[src/rtl/interrupt_arbiter.sv]
// Eight-line edge-triggered interrupt arbiter with memory-mapped mask/pending/status registers.
// Latency: input edge -> pending after 3 ph1 edges -> irq one edge later; register reads are combinational.
// Backpressure: one request is held until the core acks it or it is withdrawn; later edges queue in pending.
module interrupt_arbiter (
    input  logic        ph1,
    input  logic        reset,
    input  logic [7:0]  interrupts,
    input  logic        memwrite,
    input  logic [31:0] dataadr,
    input  logic [31:0] writedata,
    input  logic        irqack,
    input  logic        eret,
    output logic        irq,
    output logic [2:0]  irqcause,
    output logic [31:0] readdata
);

    localparam logic [31:0] ADR_MASK = 32'hFFFF_0000;
    localparam logic [31:0] ADR_PEND = 32'hFFFF_0004;
    localparam logic [31:0] ADR_STAT = 32'hFFFF_0008;

    typedef enum logic [1:0] {
        IDLE    = 2'd0,
        REQ     = 2'd1,
        SERVICE = 2'd2
    } state_t;

    state_t      state, state_nxt;
    logic [7:0]  s1, s2, prev;
    logic [7:0]  mask, pending;
    logic [7:0]  rise, eligible, ack_clr, sw_clr;
    logic [2:0]  sel, cause_nxt;
    logic        wr_mask, wr_pend;
    logic        unused_wdata;

    assign unused_wdata = ^writedata[31:8];

    always_ff @(posedge ph1 or posedge reset) begin
        if (reset) begin
            s1   <= 8'h00;
            s2   <= 8'h00;
            prev <= 8'h00;
        end else begin
            s1   <= interrupts;
            s2   <= s1;
            prev <= s2;
        end
    end

    // prev resets low, so a line held high across reset counts as a fresh edge
    assign rise     = s2 & ~prev;
    assign eligible = pending & mask;
    assign wr_mask  = memwrite && (dataadr == ADR_MASK);
    assign wr_pend  = memwrite && (dataadr == ADR_PEND);
    assign sw_clr   = wr_pend ? writedata[7:0] : 8'h00;

    always_comb begin
        sel = 3'd0;
        for (int i = 7; i >= 0; i--) begin
            if (eligible[i]) sel = 3'(i);
        end
    end

    always_comb begin
        state_nxt = state;
        cause_nxt = irqcause;
        ack_clr   = 8'h00;
        case (state)
            IDLE: begin
                if (|eligible) begin
                    state_nxt = REQ;
                    cause_nxt = sel;
                end
            end
            REQ: begin
                // ack takes precedence over a same-cycle withdrawal
                if (irqack) begin
                    state_nxt         = SERVICE;
                    ack_clr[irqcause] = 1'b1;
                end else if (!eligible[irqcause]) begin
                    state_nxt = IDLE;
                end
            end
            SERVICE: begin
                if (eret) state_nxt = IDLE;
            end
            default: state_nxt = IDLE;
        endcase
    end

    always_ff @(posedge ph1 or posedge reset) begin
        if (reset) begin
            state    <= IDLE;
            irqcause <= 3'd0;
            mask     <= 8'h00;
            pending  <= 8'h00;
        end else begin
            state    <= state_nxt;
            irqcause <= cause_nxt;
            if (wr_mask) mask <= writedata[7:0];
            // a new edge wins over a clear of the same bit
            pending  <= (pending & ~(ack_clr | sw_clr)) | rise;
        end
    end

    assign irq = (state == REQ);

    always_comb begin
        readdata = 32'h0;
        case (dataadr)
            ADR_MASK: readdata = {24'h0, mask};
            ADR_PEND: readdata = {24'h0, pending};
            ADR_STAT: readdata = {27'h0, state, irqcause};
            default:  readdata = 32'h0;
        endcase
    end

endmodule

[config.mk]
export PLATFORM = sky130hd
export DESIGN_NAME = interrupt_arbiter
export DESIGN_NICKNAME = d
export VERILOG_FILES = /design/src/rtl/interrupt_arbiter.sv
export SDC_FILE = /design/constraint.sdc
export NUM_CORES = 1
export LEC_CHECK = 0
export BUFFER_PORTS_ARGS = -buffer_cell sky130_fd_sc_hd__buf_2
export CELL_PAD_IN_SITES_DETAIL_PLACEMENT = 0
export CELL_PAD_IN_SITES_GLOBAL_PLACEMENT = 1
export CORE_MARGIN = 2
export CORE_UTILIZATION = 33
export CTS_CLUSTER_SIZE = 12
export DETAILED_ROUTE_END_ITERATION = 8
export PLACE_DENSITY = 0.84
export SYNTH_ARGS = -nofsm -noshare
export SYNTH_HDL_FRONTEND = slang
export SYNTH_SLANG_ARGS = --single-unit
[constraint.sdc]
create_clock -name ph1 -period 2.6 [get_ports ph1]
set_input_delay 0.52 -clock ph1 [delete_from_list [all_inputs] [get_ports ph1]]
set_output_delay 0.52 -clock ph1 [all_outputs]
set_load 0.005 [all_outputs]
==> key figures, run 1 <==
Routing
  – 1st-iter DRT viols: 126
  – Via Count: 1897
  – Routed len/inst: 13.23 um
  – Drt pass-1 iters: 4
  – DRC viols: 0
  – Highest Signal Layer: met4
  – Final ANT Viol Nets: 0
  – WL met3: 502 um
  – M1 WL: 2.190 mm
  – Met2 Wirelength: 2.239 mm
  – Vias per cell: 5.045
  – Routed WL: 4.975 mm

Synth
  – Unique cell type count in the Yosys netlist: 35
  – Main synth FF type: dfrtp_1
  – Post-synth ARST share: 100.0%
  – Mapped Area: 0.002287 mm2
  – YS warnings: 0
  – Post-Syn Area per Cell: 10.21 um2
  – Post-synth EDFFs: 0
  – Cells after synthesis: 224
  – Sequential share of the synthesized area: 49.23%
  – FF+latch count, synth: 45

Clocking
  – Total CTS buffers: 5
  – Hold-fix buffer count after cts: 0
  – CTS clk-pin slew, worst paths: 80 ps
  – CTS sink cnt: 45
  – CTS Buffer Depth: 2
  – Post-CTS setup buffer count: 0
  – Post_cts resized: 0
  – Clock tree root driver cell: clkbuf_8
  – CTS tree: yes
  – Clk Latency, worst-skew pair: 290 ps
  – Htree depth: 2

Setup path
  – Worst R2R Path Depth: 4
  – CP Capture Type: primary output
  – Crit-path most repeated cell: buf_2
  – Critical Path RT: 2080 ps
  – Crit path launch: dataadr[1]
  – CP startpoint kind: input pin
  – FF-to-FF Start: irqcause[0]$_DFFE_PP0P_
  – Slowest stage delay, CP: 270 ps
  – Worst Setup Path Type: in2out
  – CP max-delay cell: nor4_2
  – FF-to-FF End: pending[6]$_DFF_PP0_
  – Crit-path leading delay family: simple AND/OR/NAND/NOR gates
  – Data arrival time of the critical path: 1880 ps
  – Crit-path cells: buf_2 > or2_1 > nor4_2 > buf_4 > nand3_1 > a211oi_1 > buf_2
  – Worst Setup EP: readdata[6]
  – Crit. path cell count: 7
  – Worst-path fanout max: 16
  – FF-to-FF setup slack: 930 ps
  – CP bufs+invs: 3

Timing
  – Setup TNS: 0 ps
  – Count of final hold-check violations: 0
  – Final setup viols: 0
  – RSZ-0062 raised after global routing: no
  – Min Tclk post-route: 2396 ps
  – Fin Clk Skew: 7.729 ps
  – Rel. slew slack: 47.74%
  – Max Fclk: 0.4174 GHz
  – Fin crit share: 92.14%
  – Final Max Tran Viols: 0
  – Slew @ Worst Pin: 773.3 ps
  – Fin Hold WS: 329.0 ps

Pwr
  – Sw power: 269.7 uW
  – P per Cell Area: 445.8 mW/mm2
  – VDD IR max: 0.2145 mV
  – Clock power share: 33.1%
  – Pint: 944.6 uW
  – Sw frac: 22.21%
  – Combinational power share: 7.3%
  – Leak: 0.001222 uW
  – Sequential fraction of design power: 59.6%

Cells and area
  – Post-Route Utilization: 40.31%
  – Commonest non-fill, non-tap cells in the layout: buf_2 (64), dfrtp_1 (45), conb_1 (24), a21oi_1 (22), nand2_1 (18)
  – Most common cell after layout, fill and taps aside: buf_2
  – Area growth syn-to-layout: 19.09%
  – Layout cells sized above 1: 31.76%
  – Number of diodes: 0
  – Nets@finish: 372

Place
  – Hpwl dp: 3.810 mm
  – GPL Wtd Cong: 0.8267
  – Number of port buffers: 64

Die
  – Die Span Y: 87.25 um
  – Die width: 87.25 um
  – Core box area: 0.006756 mm2
  – Row cnt: 30
  – Initial Util: 33.85%
  – Ports: 113
  – Full die area: 0.007613 mm2

Global route
  – GRT Overall Usage: 13.63%
  – Global-route wire length before repair: 8.204 mm
  – Congestion Overflow GR: 0
  – Largest net degree at the start of global routing: 46
  – Initial antenna violation count: 0
  – Vias in the first global route: 1810

Min path
  – HP Class: in2reg

Job
  – Max-Cap Viols: 0

Status
  – Outcome: completed
## power by group through the flow
stage	sequential (uW)	clock, uW	combinational [uW]
final	724	402	89.2
after global routing	726	457	103
after CTS	724	416	90.6
after detailed placement	738	0	90.2
after global placement	737	0	88.7
after floorplan	736	0	64.9
## state kept, by name (all words and copies together), names as in the netlist
signal    cells
s1            8
mask          8
prev          8
pending       8
irqcause      3
state         2
s2            8
## worst register-to-register path: stages, from the launching register on
cell	delay [ps]
dfrtp_1	480
nor4bb_1	710
nand3_1	150
a21oi_1	170
a21oi_1	60
## layer usage
metal / GRT usage (%) / up-vias
li1: - / 909
met1: 17.25 / 885
met2: 22.87 / 98
met3: 3.886 / 5
met4: 3.636 / 0
met5: 0 / -
## stage by stage
step	cell area [um2]	cells	setup WS, ps	total power [uW]
2_1_floorplan	2374	247	100.1	801.0
3_3_place_gp	2641	368	224.3	825.8
3_5_place_dp	2641	368	216.3	828.0
4_1_cts	2724	376	199.7	1231
5_1_grt	2724	376	89.37	1287
6_report	2724	376	204.3	1214
## kinds of logic after synthesis
family                 count (synthesis)  synth area share (%)
buffers and inverters                 33                 9.409
other                                  1                0.1640
muxes                                 13                 6.400
AOI/OAI and AO/OA                     47                 12.91
and+or+nand+nor                       85                 21.88
DFF                                   45                 49.23
## worst min path at each step
| stage | from | to | slack, ps | cells after the start |
|---|---|---|---|---|
| floorplan | s1[0]$_DFF_PP0_ | s2[0]$_DFF_PP0_ | 330 | 0 |
| global placement | s1[1]$_DFF_PP0_ | s2[1]$_DFF_PP0_ | 330 | 0 |
| detailed placement | s1[5]$_DFF_PP0_ | s2[5]$_DFF_PP0_ | 330 | 0 |
| CTS | interrupts[2] | s1[2]$_DFF_PP0_ | 320 | 1 |
| global route | interrupts[1] | s1[1]$_DFF_PP0_ | 310 | 1 |
| finish | interrupts[7] | s1[7]$_DFF_PP0_ | 330 | 1 |
## area by class of cell
cell class / count / area [um2]
Clock buffer: 6 / 72.57
Clock inverter: 2 / 10.01
Fill cell: 686 / 4033
Inverter: 5 / 18.77
Multi-Input combinational cell: 169 / 1039
Sequential cell: 45 / 1126
Tap cell: 80 / 100.1
Timing Repair Buffer: 69 / 357.8
## cells in the mapped netlist (2+ instances only)
cell | count | area, um2
dfrtp_1 | 45 | 1126
buf_4 | 24 | 180.2
a21oi_1 | 22 | 110.1
nand2_1 | 18 | 67.56
nand3_1 | 17 | 85.08
nor2b_1 | 16 | 100.1
mux2_2 | 13 | 146.4
nand4_1 | 7 | 43.79
nand4b_1 | 6 | 52.55
o21ai_0 | 6 | 30.03
inv_1 | 5 | 18.77
nor4_1 | 5 | 31.28
a22o_1 | 4 | 35.03
nand2b_1 | 4 | 25.02
nor2_1 | 4 | 15.01
a211oi_1 | 3 | 22.52
clkbuf_1 | 3 | 11.26
o2111ai_1 | 3 | 26.28
a21boi_0 | 2 | 15.01
o31ai_1 | 2 | 15.01
(Power assumes the default switching activity.)
==> run 2: changes to the inputs <==
- CORE_ASPECT_RATIO: not set -> 1.25
==> key figures, run 2 (synthesis results as in run 1) <==
Setup path
  – FF-to-FF Start: irqcause[0]$_DFFE_PP0P_
  – Data arrival time of the critical path: 1860 ps
  – Worst-path fanout max: 16
  – Worst R2R Path Depth: 4
  – CP Capture Type: primary output
  – Worst Setup Path Type: in2out
  – Critical Path RT: 2080 ps
  – FF-to-FF End: pending[6]$_DFF_PP0_
  – CP startpoint kind: input pin
  – FF-to-FF setup slack: 940 ps

Place
  – Setup slack at placement: 199.9 ps
  – Number of port buffers: 64
  – GPL Wtd Cong: 0.9217
  – Hpwl dp: 3.736 mm
  – Placed Area: 0.002650 mm2

Min path
  – Hold Crit Endpoint: s1[4]$_DFF_PP0_
  – Hold path start: interrupts[4]
  – Worst hold stages: 1
  – HP Class: in2reg

Routing
  – Routed WL: 4.884 mm
  – 1st-iter DRT viols: 125
  – Routed len/inst: 12.79 um
  – Via Count: 1888
  – Final ANT Viol Nets: 0
  – Drt pass-1 iters: 4
  – DRC viols: 0
  – Vias per cell: 4.942

Global route
  – Global-route wire length before repair: 8.190 mm
  – Vias in the first global route: 1804
  – Initial antenna violation count: 0
  – Largest net degree at the start of global routing: 46
  – Congestion Overflow GR: 0
  – GRT Overall Usage: 13.24%

Pwr
  – Sequential fraction of design power: 58.3%
  – Clock power share: 34.4%
  – Sw power: 270.9 uW
  – P per Cell Area: 453.3 mW/mm2
  – Pint: 969.4 uW
  – VDD IR max: 0.3472 mV
  – Combinational power share: 7.2%
  – Leak: 0.001221 uW
  – Sw frac: 21.84%

Status
  – Outcome: completed

Die
  – Die Span Y: 97.08 um
  – Ports: 113
  – Die width: 78.46 um
  – Core box area: 0.006648 mm2
  – Full die area: 0.007617 mm2
  – Row cnt: 33
  – Initial Util: 34.41%

Clocking
  – Htree depth: 2
  – CTS clk-pin slew, worst paths: 70 ps
  – Post_cts resized: 0
  – CTS Buffer Depth: 2
  – Total CTS buffers: 5
  – CTS sink cnt: 45
  – Clk Latency, worst-skew pair: 290 ps
  – Post-CTS setup buffer count: 0
  – CTS tree: yes
  – Clock tree root driver cell: clkbuf_8
  – Hold-fix buffer count after cts: 0

Timing
  – Slew @ Worst Pin: 721.3 ps
  – Final Max Tran Viols: 0
  – Fin Clk Skew: 7.851 ps
  – Min Tclk post-route: 2377 ps
  – RSZ-0062 raised after global routing: no
  – Rel. slew slack: 51.25%
  – Max Fclk: 0.4207 GHz
  – Fin crit share: 91.42%
  – Setup ws final: 223.1 ps
  – Final setup viols: 0
  – Setup TNS: 0 ps
  – Count of final hold-check violations: 0

Cells and area
  – Area growth syn-to-layout: 19.64%
  – Fillers: 664
  – Most common cell after layout, fill and taps aside: buf_2
  – Nets@finish: 372
  – Register Area: 0.001126 mm2
  – Layout cells sized above 1: 31.53%
  – Number of diodes: 0
  – Commonest non-fill, non-tap cells in the layout: buf_2 (64), dfrtp_1 (45), conb_1 (24), a21oi_1 (22), nand2_1 (18)
  – Area of the multi-input gates: 0.001039 mm2
  – Final instance area: 0.002736 mm2

Job
  – Max-Cap Viols: 0
run 2: cell types whose count changed in the layout (fill, tap and decap cells not counted):
cell	delta
clkbuf_8	+1
clkinv_2	-2
run 2: worst max path at each step:
stage | from | endpoint
after floorplan | dataadr[1] | readdata[0]
after global placement | dataadr[1] | readdata[5]
after detailed placement | dataadr[1] | readdata[5]
after CTS | dataadr[1] | readdata[5]
after global routing | dataadr[1] | readdata[5]
final | dataadr[1] | readdata[5]
run 2: critical path, stage by stage:
cell and delay (ps):
buf_2 90, or2_1 260, nor4_2 270, buf_4 230, nand3_1 90, a211oi_1 240
buf_2 150
run 2: power by group through the flow:
| stage | registers (uW) | logic (uW) | clock network (uW) |
|---|---|---|---|
| 2_1_floorplan | 736 | 64.9 | 0 |
| 3_3_place_gp | 737 | 88.4 | 0 |
| 3_5_place_dp | 738 | 90.9 | 0 |
| 4_1_cts | 724 | 91.2 | 444 |
| 5_1_grt | 726 | 103 | 470 |
| 6_report | 724 | 89.6 | 427 |
run 2: final cells by class:
class	count	area share, %
inverter	5	0.6859
tap	87	3.978
timing repair buffer	69	13.08
sequential	45	41.15
clock buffer	7	3.155
multi-input combinational	169	37.95
run 2: per-layer routing:
metal	wire length [um]	share of wire, %	up-vias	GRT usage, %
li1	-	-	905	-
met1	1969	40	902	15.80
met2	2483	51	77	23.34
met3	389	8.0	4	3.253
met4	42	0.86	0	3.914
met5	0	0	-	0
run 2: stage by stage:
| step | std cells | hold WS (ps) | power (uW) | utilization [%] |
|---|---|---|---|---|
| 6_report | 382 | 335.6 | 1240 | 41.16 |
| 5_1_grt | 382 | 317.5 | 1299 | 41.16 |
| 4_1_cts | 382 | 322.4 | 1259 | 41.16 |
| 3_5_place_dp | 375 | 334.7 | 828.6 | 39.86 |
| 3_3_place_gp | 375 | 331.8 | 825.4 | 39.86 |
| 2_1_floorplan | 247 | 331.2 | 801.0 | - |
